File: src/rtl/pipe_delay_n.sv
// pipe_delay_n -- clock-enabled multi-lane delay line with per-stage valid.
//
// Delays a LANES*WIDTH word by DEPTH enabled clock edges. Each stage carries
// one valid bit that is shared by all lanes. The block supports stall (en),
// flush (drops every valid bit), a reset value INIT that is replicated into
// every lane of every stage, and an occupancy count of the valid stages.
//
// Ports:
//   clock      in   rising-edge clock
//   reset      in   synchronous, active-high reset (highest priority)
//   en         in   1 = shift all stages, 0 = hold all stages
//   flush      in   clears all valid bits and the count
//   in_valid   in   qualifies a
//   a          in   LANES*WIDTH input word, lane k = a[k*WIDTH +: WIDTH]
//   y          out  data of the last stage, whether or not it is valid
//   out_valid  out  valid bit of the last stage
//   count      out  number of stages holding valid data (0..DEPTH)
//
// Priority on each posedge: reset > flush > en > hold. A flush does not stop
// the data from shifting when en=1. It only marks every stage invalid.

// One lane of the data path: DEPTH registers of WIDTH bits.
// Valid tracking is done in the parent because all lanes share it.
module pipe_delay_n_lane #(
    parameter int              WIDTH = 8,
    parameter int              DEPTH = 2,
    parameter logic [WIDTH-1:0] INIT = '0
) (
    input  logic             clock,
    input  logic             reset,
    input  logic             en,
    input  logic [WIDTH-1:0] d,
    output logic [WIDTH-1:0] q
);

    logic [DEPTH-1:0][WIDTH-1:0] stg;

    always_ff @(posedge clock) begin
        if (reset) begin
            for (int i = 0; i < DEPTH; i++) stg[i] <= INIT;
        end else if (en) begin
            stg[0] <= d;
            for (int i = 1; i < DEPTH; i++) stg[i] <= stg[i-1];
        end
    end

    assign q = stg[DEPTH-1];

endmodule

module pipe_delay_n #(
    parameter int               WIDTH = 8,
    parameter int               LANES = 1,
    parameter int               DEPTH = 2,
    parameter logic [WIDTH-1:0] INIT  = '0,
    localparam int              CW    = $clog2(DEPTH + 1)
) (
    input  logic                   clock,
    input  logic                   reset,
    input  logic                   en,
    input  logic                   flush,
    input  logic                   in_valid,
    input  logic [LANES*WIDTH-1:0] a,
    output logic [LANES*WIDTH-1:0] y,
    output logic                   out_valid,
    output logic [CW-1:0]          count
);

    // A zero-depth pipe has no last stage to drive y from.
    generate
        if (DEPTH < 1) begin : g_bad_depth
            $error("pipe_delay_n: DEPTH must be >= 1");
        end
    endgenerate

    // Lane views of the flat ports.
    logic [LANES-1:0][WIDTH-1:0] a_lane;
    logic [LANES-1:0][WIDTH-1:0] y_lane;

    assign a_lane = a;
    assign y      = y_lane;

    generate
        for (genvar k = 0; k < LANES; k++) begin : g_lane
            pipe_delay_n_lane #(
                .WIDTH (WIDTH),
                .DEPTH (DEPTH),
                .INIT  (INIT)
            ) u_lane (
                .clock (clock),
                .reset (reset),
                .en    (en),
                .d     (a_lane[k]),
                .q     (y_lane[k])
            );
        end
    endgenerate

    // Valid bits. Stage i is vld_pipe[i], and the last stage drives out_valid.
    logic [DEPTH-1:0] vld_pipe;

    always_ff @(posedge clock) begin
        if (reset || flush) begin
            vld_pipe <= '0;
        end else if (en) begin
            vld_pipe[0] <= in_valid;
            for (int i = 1; i < DEPTH; i++) vld_pipe[i] <= vld_pipe[i-1];
        end
    end

    assign out_valid = vld_pipe[DEPTH-1];

    // The occupancy count is updated incrementally rather than by a popcount
    // tree. One word can enter while another leaves on the same edge, so
    // the count changes by at most one per edge. It stays inside 0..DEPTH
    // because an exit needs a valid last stage, and a full pipe always
    // loses its last stage when a new word enters.
    logic [CW-1:0] cnt, cnt_next;

    always_comb begin
        cnt_next = cnt;
        if (flush)
            cnt_next = '0;
        else if (en)
            cnt_next = cnt + CW'(in_valid) - CW'(vld_pipe[DEPTH-1]);
    end

    always_ff @(posedge clock) begin
        if (reset) cnt <= '0;
        else       cnt <= cnt_next;
    end

    assign count = cnt;

endmodule

File: config.mk
export PLATFORM = sky130hd
export DESIGN_NAME = pipe_delay_n
export DESIGN_NICKNAME = d
export VERILOG_FILES = /design/src/rtl/pipe_delay_n.sv
export SDC_FILE = /design/constraint.sdc
export NUM_CORES = 1
export LEC_CHECK = 0
export BUFFER_PORTS_ARGS = -buffer_cell sky130_fd_sc_hd__buf_2
export CORE_MARGIN = 2
export CORE_UTILIZATION = 48
export DETAILED_ROUTE_END_ITERATION = 16
export PLACE_DENSITY = 0.74
export REMOVE_ABC_BUFFERS = 1
export SYNTH_ARGS = -nofsm -noshare
export SYNTH_HDL_FRONTEND = slang
export SYNTH_SLANG_ARGS = --single-unit
File: constraint.sdc
create_clock -name clock -period 2.1 [get_ports clock]
set_input_delay 0.21 -clock clock [delete_from_list [all_inputs] [get_ports clock]]
set_output_delay 0.21 -clock clock [all_outputs]
set_load 0.02 [all_outputs]
After elaboration in Yosys (flattened, before gate mapping)
Cells that the tools add are included.

word-level totals
  bits in registers = 20
  bits in latches = 0
  bits in writable memories = 0
  memory bits (read-only) = 0
  logic and storage cells = 8
  memories kept = 0

operators by class
  add/subtract/negate cells = 2
  multipliers = 0
  div/mod/pow operators = 0
  magnitude comparators = 0
  eq/ne operators = 0
  shift-type cells = 0
  muxes and demuxes = 0
  bitwise gates (word level) = 0
  reduce and logical (&&, ||, !) cells = 2

operators with widths
  cell                                         count
  2-bit by 1-bit adder with 2-bit output       1
  2-bit OR reduction                           1
  2-bit by 1-bit subtractor with 2-bit output  1
  1-bit logical OR                             1

Logic depth before layout (Yosys ltp)
Gate-level depths: netlist of the first run.

  depth after elaboration = 2
  gate-level depth with buffers = 7

Hierarchy
From an unflattened synthesis of the first run, not the netlist that was laid out.

unflattened totals
  cells, all modules = 80
  area, all modules = 844.6 um2

by module, submodules not included
  module             times used  cells each  area each (um2)  sequential area each (um2)
  pipe_delay_n_lane  1           60          640.6            320.3
  pipe_delay_n       1           20          203.9            80.1

Worst setup path before layout of the first run
Ideal clock, no wire load.

  kind = register to register
  from = register cnt[0], in the netlist count[0]
  to = register cnt[1], in the netlist count[1]
  setup time = 59 ps
  arrival = 1585 ps
  slack = 456 ps
  cell stages (with the launch flop) = 8
  clock period less this slack = 1644 ps
  cell sequence = dfxtp_1 > inv_1 > ha_1 > inv_1 > ha_1 > xor2_1 > a2111oi_2 > a31o_1

on the way
  cells in the longest elaborated chain, start to end = 2

RTL lines
  what                                         RTL line  text
  from (decl)                                  118       logic [CW-1:0] cnt, cnt_next;
  from (signal assigned)                       130       else cnt <= cnt_next;
  2-bit by 1-bit adder with 2-bit output       125       cnt_next = cnt + CW'(in_valid) - CW'(vld_pipe[DEPTH-1]);
  2-bit by 1-bit subtractor with 2-bit output  125

Every way passes these cells.
A chain may end at the register's enable or synchronous reset.

Worst setup path in the final report of the first run
Ends and elaborated chain as after synthesis.

==> results_tabular.tex, run 1 <==
\begin{tabular}{lr}
\hline
Metric & Value \\
\hline
\multicolumn{2}{l}{\textbf{Worst setup path}} \\
CP Data Required Time & 2.34 ns \\
CP Class & reg -> reg \\
Critical R2R Capture & count[1] \\
Master of the slowest instance on the critical path & dfxtp\_1 \\
Setup slack of the most critical reg-to-reg path & 0.50 ns \\
Highest fanout seen on the critical path & 3 \\
Reg-to-Reg Start & count[0] \\
Crit path DAT & 1.84 ns \\
Startpoint Class & flop \\
Ordered list of cells on the worst path & inv\_1, ha\_1, inv\_1, ha\_1, xor2\_1, a2111oi\_2, a31o\_1 \\
Number of cell instances on the worst register-to-register path & 7 \\
Worst stage delay on the critical path & 0.37 ns \\
Kind of capture point of the worst setup path & flop \\
\multicolumn{2}{l}{\textbf{GRT}} \\
Global-route congestion overflow total & 0 \\
Number of global-route vias before repair & 489 \\
Wire length of the first global-routing pass & 2130 um \\
Number of antenna violations at the first check in global routing & 0 \\
Total global-route track usage & 14.1\% \\
Pin count of the biggest net entering global routing & 22 \\
\multicolumn{2}{l}{\textbf{Route}} \\
Detailed-route via count & 545 \\
Detailed Route WL & 1240 um \\
DRC & 0 \\
Pre-Repair DR Iteration Count & 1 \\
Number of antenna-violating nets in the routed design & 0 \\
Via-to-Cell Ratio & 4.95 \\
Routed length per instance & 11.3 um \\
Drt first-iter violations & 0 \\
\multicolumn{2}{l}{\textbf{Finish}} \\
Number of nets at the end of the flow & 110 \\
Post-route cell area & 911 um\^{}2 \\
Number of antenna cells inserted & 0 \\
Fraction of layout cells with a size suffix above 1 & 29.8\% \\
Syn-to-layout area delta & 10.5\% \\
\multicolumn{2}{l}{\textbf{CTS}} \\
Maximum clock path buffer count & 2 \\
CTS tree & built \\
Post-CTS sizing & 0 \\
Clock latency on the worst-skew pair & 0.29 ns \\
Number of setup buffers added after CTS & 0 \\
Hold-fix buffers, CTS & 0 \\
H-tree levels & 1 \\
Root Driver & clkbuf\_4 \\
CTS clk-pin slew, worst paths & 0.11 ns \\
Clock Sinks & 20 \\
Cts bufs inserted & 3 \\
\multicolumn{2}{l}{\textbf{Placed design}} \\
Final RePlAce weighted congestion & 0.783 \\
Detailed Place HPWL & 922 um \\
Quantity of I/O buffers inserted on ports & 23 \\
Cell area reported after detailed placement & 875 um\^{}2 \\
Pre-CTS setup slack & 0.509 ns \\
\multicolumn{2}{l}{\textbf{STA}} \\
Fin crit period & 1.60 ns \\
Maximum clock frequency & 0.626 GHz \\
Pin slew with the least headroom to its limit & 0.577 ns \\
Worst slew slack as a fraction of its limit & 61.6\% \\
Final hold slack & 0.152 ns \\
Setup-failing EPs final & 0 \\
Worst-case setup margin in the final layout & 0.502 ns \\
RSZ-0062 raised after global routing & false \\
Number of max-slew violations in the final report & 0 \\
Portion of the clock cycle consumed by the worst path in the final layout & 76.1\% \\
Total count of hold-check failures in the final report & 0 \\
Worst-case clock skew & 0.00145 ns \\
Sum of negative setup slack & 0 ns \\
\multicolumn{2}{l}{\textbf{Pwr}} \\
Worst VDD drop & 0.000542 V \\
Power per unit of standard cell area & 759 mW/mm\^{}2 \\
Standby leakage power & 0.000472 uW \\
Total Power & 691 uW \\
\multicolumn{2}{l}{\textbf{Floorplanning}} \\
Initial core utilization & 52.9\% \\
Core box area & 0.00156 mm\^{}2 \\
Die X & 45.4 um \\
\# IOs & 24 \\
Die Y-Extent & 45.4 um \\
Number of placement rows & 14 \\
Die footprint & 0.00207 mm\^{}2 \\
\multicolumn{2}{l}{\textbf{Synth}} \\
Sequential fraction of the synthesis area & 48.6\% \\
Cell count after synthesis & 79 \\
Mapped Area & 825 um\^{}2 \\
Post-synthesis sequential element count & 20 \\
Average instance area after synthesis & 10.4 um\^{}2 \\
Library cells used by synthesis & 11 \\
Total number of yosys warnings & 0 \\
\multicolumn{2}{l}{\textbf{Run}} \\
Count of max-cap constraint violations & 0 \\
\multicolumn{2}{l}{\textbf{Min path}} \\
Number of cells traversed by the worst hold path & 3 \\
Beginning of the worst hold path & a[5] \\
Endpoint of the worst hold-timing path & g\_lane[0].u\_lane.stg[5] \\
Kind of path behind the tightest hold check & in -> reg \\
\multicolumn{2}{l}{\textbf{Status}} \\
Outcome & finished, final reports clean \\
\hline
\end{tabular}
==> worst max path at each step <==
stage,from,depth (start not counted),to,slack (ns)
detailed placement,count[0],7,count[1],0.51
CTS,count[0],7,count[1],0.48
global route,count[0],7,count[1],0.34
global placement,count[0],7,count[1],0.59
finish,count[0],7,count[1],0.50
floorplan,count[0],7,count[1],0.46
==> cells in the mapped netlist (all sizes together) <==
library cell / count / area, um^2
a31o: 1 / 8.76
nor3: 4 / 20.0
nor2: 16 / 60.1
inv: 3 / 11.3
ha: 2 / 25.0
a2111oi: 1 / 15.0
mux2i: 19 / 190
buf: 12 / 85.1
dfxtp: 20 / 400
xor2: 1 / 8.76
==> worst max-delay path: cells and delay by family, from the launching register on <==
family / cells / cell delay (ns)
flops: 1 / 0.37
xor+xnor: 1 / 0.16
compound gates: 2 / 0.49
buf+inv: 2 / 0.10
fa+ha+maj: 2 / 0.43
==> routing by layer <==
metal  wire [um]  track usage [%]  up-vias
li1            -                -      283
met1         601             19.9      246
met2         563             21.1       16
met3          78             2.78        0
met4           0             5.29        0
met5           0                0        -
==> where the power goes <==
group / total, uW / internal, uW / switching [uW]
logic: 73.6 / 32.8 / 40.8
registers: 403 / 395 / 7.60
clock network: 215 / 105 / 109
total: 691 / 534 / 157
==> cell families after synthesis <==
family | count (synthesis) | share of synthesized area [%]
AOI/OAI and AO/OA | 2 | 2.88
xor gates and xnor gates | 1 | 1.06
DFF | 20 | 48.6
adders and majority gates | 2 | 3.03
muxes | 19 | 23.1
and+or+nand+nor | 20 | 9.71
buffers and inverters | 15 | 11.7
==> metrics by stage <==
step | instances | util (%)
after floorplan | 67 | -
after global placement | 106 | 56.1
after detailed placement | 106 | 56.1
after CTS | 110 | 58.4
after global routing | 110 | 58.4
final | 110 | 58.4
==> registers in the layout (all words and copies together), names as in the netlist <==
name               flops
g_lane.u_lane.q        8
count                  2
g_lane.u_lane.stg      8
vld_pipe               2
==> area by class of cell <==
| type | count | area (um^2) |
|---|---|---|
| clock buffers | 4 | 36.3 |
| fillers | 146 | 648 |
| inverters | 3 | 11.3 |
| multi-input cells | 44 | 328 |
| flip-flops and latches | 20 | 400 |
| well taps | 16 | 20.0 |
| repair buffers | 23 | 115 |
==> layout by cell type, fill, tap and decap left out <==
cell / Yosys / routed
buf_2: 2 / 23
dfxtp_1: 20 / 20
mux2i_1: 19 / 19
nor2_1: 16 / 16
nor3_1: 4 / 4
inv_1: 3 / 3
clkbuf_4: 0 / 3
ha_1: 2 / 2
xor2_1: 1 / 1
a2111oi_2: 1 / 1
a31o_1: 1 / 1
clkbuf_8: 0 / 1
(Power assumes the default switching activity.)
==> run 2: changes to the inputs <==
--- a/config.mk
+++ b/config.mk
@@ -5,11 +5,12 @@
 export SDC_FILE = /design/constraint.sdc
 export NUM_CORES = 1
 export LEC_CHECK = 0
+export ABC_AREA = 1
 export BUFFER_PORTS_ARGS = -buffer_cell sky130_fd_sc_hd__buf_2
 export CORE_MARGIN = 2
-export CORE_UTILIZATION = 48
+export CORE_UTILIZATION = 49
 export DETAILED_ROUTE_END_ITERATION = 16
-export PLACE_DENSITY = 0.74
+export PLACE_DENSITY = 0.75
 export REMOVE_ABC_BUFFERS = 1
 export SYNTH_ARGS = -nofsm -noshare
 export SYNTH_HDL_FRONTEND = slang
==> constraint.sdc (replaced) <==
create_clock -name clock -period 1.6 [get_ports clock]
set_input_delay 0.16 -clock clock [delete_from_list [all_inputs] [get_ports clock]]
set_output_delay 0.16 -clock clock [all_outputs]
set_load 0.02 [all_outputs]
==> run 2 against run 1 <==
Clock power grew 33%. Non-clock buffer count unchanged. Routed wire length increased by 10%. Largest power group unchanged. Critical endpoint unchanged.
==> results_tabular.tex, run 2 <==
\begin{tabular}{lr}
\hline
Metric & Value \\
\hline
\multicolumn{2}{l}{\textbf{GRT}} \\
Number of global-route vias before repair & 575 (+18\%) \\
Pin count of the biggest net entering global routing & 21 (-4.5\%) \\
Wire length of the first global-routing pass & 2340 um (+9.7\%) \\
Total global-route track usage & 15.9\% (+1.8 points) \\
Global-route congestion overflow total & 0 (unchanged) \\
Number of antenna violations at the first check in global routing & 0 (unchanged) \\
\multicolumn{2}{l}{\textbf{Min path}} \\
Number of cells traversed by the worst hold path & 3 (unchanged) \\
Endpoint of the worst hold-timing path & g\_lane[0].u\_lane.stg[2] \\
Kind of path behind the tightest hold check & in -> reg \\
Beginning of the worst hold path & a[2] \\
\multicolumn{2}{l}{\textbf{Route}} \\
Detailed-route via count & 669 (+23\%) \\
Routed length per instance & 10.1 um (-11\%) \\
Pre-Repair DR Iteration Count & 6 (+5) \\
Number of antenna-violating nets in the routed design & 0 (unchanged) \\
Detailed Route WL & 1370 um (+10\%) \\
Drt first-iter violations & 12 (+12) \\
DRC & 0 (unchanged) \\
Via-to-Cell Ratio & 4.92 (-0.72\%) \\
\multicolumn{2}{l}{\textbf{STA}} \\
Total count of hold-check failures in the final report & 0 (unchanged) \\
Worst-case setup margin in the final layout & 0.303 ns (-0.200 ns) \\
Worst slew slack as a fraction of its limit & 74.5\% (+13 points) \\
Portion of the clock cycle consumed by the worst path in the final layout & 81.1\% (+5.0 points) \\
Number of max-slew violations in the final report & 0 (unchanged) \\
Fin crit period & 1.30 ns (-0.300 ns) \\
Maximum clock frequency & 0.771 GHz (+23\%) \\
Worst-case clock skew & 0.00520 ns (+0.00375 ns) \\
Pin slew with the least headroom to its limit & 0.381 ns (-0.196 ns) \\
Setup-failing EPs final & 0 (unchanged) \\
Sum of negative setup slack & 0 ns (unchanged) \\
RSZ-0062 raised after global routing & false \\
\multicolumn{2}{l}{\textbf{Worst setup path}} \\
Number of cell instances on the worst register-to-register path & 10 (+3) \\
Kind of capture point of the worst setup path & flop \\
Crit path DAT & 1.54 ns (-0.30 ns) \\
Setup slack of the most critical reg-to-reg path & 0.30 ns (-0.20 ns) \\
Reg-to-Reg Start & count[0] \\
Worst stage delay on the critical path & 0.34 ns (-0.03 ns) \\
CP Data Required Time & 1.85 ns (-0.49 ns) \\
Ordered list of cells on the worst path & inv\_1, ha\_1, inv\_1, ha\_1, inv\_1, nand2\_1, nand3\_1, nand2\_1, nand2\_1, nor2\_1 \\
Master of the slowest instance on the critical path & dfxtp\_1 \\
Startpoint Class & flop \\
Highest fanout seen on the critical path & 2 (-1) \\
CP Class & reg -> reg \\
Critical R2R Capture & count[1] \\
\multicolumn{2}{l}{\textbf{Status}} \\
Outcome & finished, final reports clean \\
\multicolumn{2}{l}{\textbf{Synth}} \\
Average instance area after synthesis & 7.92 um\^{}2 (-24\%) \\
Number of flops mapped to enable cells by yosys & 0 (unchanged) \\
Mapped Area & 840 um\^{}2 (+1.8\%) \\
Cell count after synthesis & 106 (+34\%) \\
Library cells used by synthesis & 13 (+2) \\
Fraction of synthesized cell area taken by the top area cell type & 47.7\% (-0.87 points) \\
Sequential fraction of the synthesis area & 47.7\% (-0.87 points) \\
Most used flip-flop cell after synthesis & dfxtp\_1 \\
Post-synthesis sequential element count & 20 (unchanged) \\
Fraction of registers with async set or reset after synthesis & 0\% (unchanged) \\
Largest cells by area after synthesis & dfxtp\_1, nor2\_1, o21ai\_0 \\
Total number of yosys warnings & 0 (unchanged) \\
Top cells by count, synth & nor2\_1, dfxtp\_1, o21ai\_0, buf\_4, inv\_1 \\
Cell taking the most area after synthesis & dfxtp\_1 \\
Cell with the most instances after synthesis & nor2\_1 \\
\multicolumn{2}{l}{\textbf{CTS}} \\
CTS clk-pin slew, worst paths & 0.11 ns (about the same) \\
Number of setup buffers added after CTS & 0 (unchanged) \\
H-tree levels & 1 (unchanged) \\
Clock Sinks & 20 (unchanged) \\
Clock latency on the worst-skew pair & 0.30 ns (about the same) \\
Post-CTS sizing & 0 (unchanged) \\
Maximum clock path buffer count & 2 (unchanged) \\
Cts bufs inserted & 3 (unchanged) \\
Root Driver & clkbuf\_4 \\
CTS tree & built \\
Hold-fix buffers, CTS & 0 (unchanged) \\
\multicolumn{2}{l}{\textbf{Pwr}} \\
Standby leakage power & 0.000451 uW (-4.4\%) \\
Worst VDD drop & 0.000545 V (+0.45\%) \\
Power per unit of standard cell area & 1050 mW/mm\^{}2 (+38\%) \\
\multicolumn{2}{l}{\textbf{Placed design}} \\
Detailed Place HPWL & 946 um (+2.6\%) \\
Final RePlAce weighted congestion & 0.786 (+0.38\%) \\
Pre-CTS setup slack & 0.314 ns (-0.195 ns) \\
Cell area reported after detailed placement & 871 um\^{}2 (-0.43\%) \\
Quantity of I/O buffers inserted on ports & 23 (unchanged) \\
\multicolumn{2}{l}{\textbf{Floorplanning}} \\
Initial core utilization & 53.9\% (+0.96 points) \\
Die X & 45.4 um (-0.12\%) \\
Die footprint & 0.00206 mm\^{}2 (-0.24\%) \\
Die Y-Extent & 45.4 um (-0.12\%) \\
Number of placement rows & 14 (unchanged) \\
\# IOs & 24 (unchanged) \\
Core box area & 0.00156 mm\^{}2 (unchanged) \\
\multicolumn{2}{l}{\textbf{Finish}} \\
Number of antenna cells inserted & 0 (unchanged) \\
Number of nets at the end of the flow & 136 (+24\%) \\
Leading cell types in the layout, fill and taps excluded & nor2\_1, buf\_2, dfxtp\_1 \\
Flip-flop and latch area & 400 um\^{}2 (unchanged) \\
Syn-to-layout area delta & 8.05\% \\
Most common cell after layout, fill and taps aside & nor2\_1 \\
Area of the multi-input gates & 307 um\^{}2 (-6.5\%) \\
Total of fill cells in the finished design & 159 (+8.9\%) \\
Post-route cell area & 907 um\^{}2 (-0.41\%) \\
Fraction of layout cells with a size suffix above 1 & 26.7\% (-3.1 points) \\
\multicolumn{2}{l}{\textbf{Run}} \\
Count of max-cap constraint violations & 0 (unchanged) \\
\hline
\end{tabular}
==> run 2: metal layers <==
metal / routed length (um) / global-route usage, % / vias to the layer above
met5: 0 / 0 / -
met4: 13 / 7.06 / 0
met3: 86 / 4.76 / 2
met2: 641 / 25.6 / 25
met1: 625 / 19.3 / 292
li1: - / - / 350
==> run 2: how the worst max path moves through the flow <==
stage / startpoint / end / slack [ns]
final: count[0] / count[1] / 0.30
after global routing: count[0] / count[1] / 0.12
after CTS: count[0] / count[1] / 0.30
after detailed placement: count[0] / count[1] / 0.31
after global placement: count[0] / count[1] / 0.37
after floorplan: count[0] / count[1] / 0.21
==> run 2: cells by family after synthesis <==
family	Yosys count	synth area share [%]
adders and majority gates	2	2.98
DFF	20	47.7
and+or+nand+nor	44	19.8
AOI/OAI and AO/OA	20	13.7
buffers and inverters	20	15.8
==> run 2: critical path: cells and delay by family (launching register included) <==
| kind | cells | cell delay [ns] |
|---|---|---|
| buf+inv | 3 | 0.17 |
| flops | 1 | 0.34 |
| fa+ha+maj | 2 | 0.42 |
| simple gates | 5 | 0.33 |
==> run 2: area by class of cell <==
| class | instances | area share, % |
|---|---|---|
| Sequential cell | 20 | 44.1 |
| Multi-Input combinational cell | 66 | 33.8 |
| Timing Repair Buffer | 23 | 12.7 |
| Clock buffer | 4 | 4.00 |
| Inverter | 7 | 3.17 |
| Tap cell | 16 | 2.21 |
==> run 2: where the power goes <==
part,total (uW),switching [uW],internal (uW)
combinational,123,77.4,45.6
sequential,542,13.2,528
clock,287,148,139
==> run 2: through the flow <==
step           hold slack (ns)  util, %  cells  total power [uW]
4_1_cts                 0.0685     58.2    136               964
2_1_floorplan            0.295        -     93               628
3_3_place_gp             0.382     55.9    132               673
5_1_grt                 0.0792     58.2    136               999
3_5_place_dp             0.389     55.9    132               677
6_report                0.0755     58.2    136               951
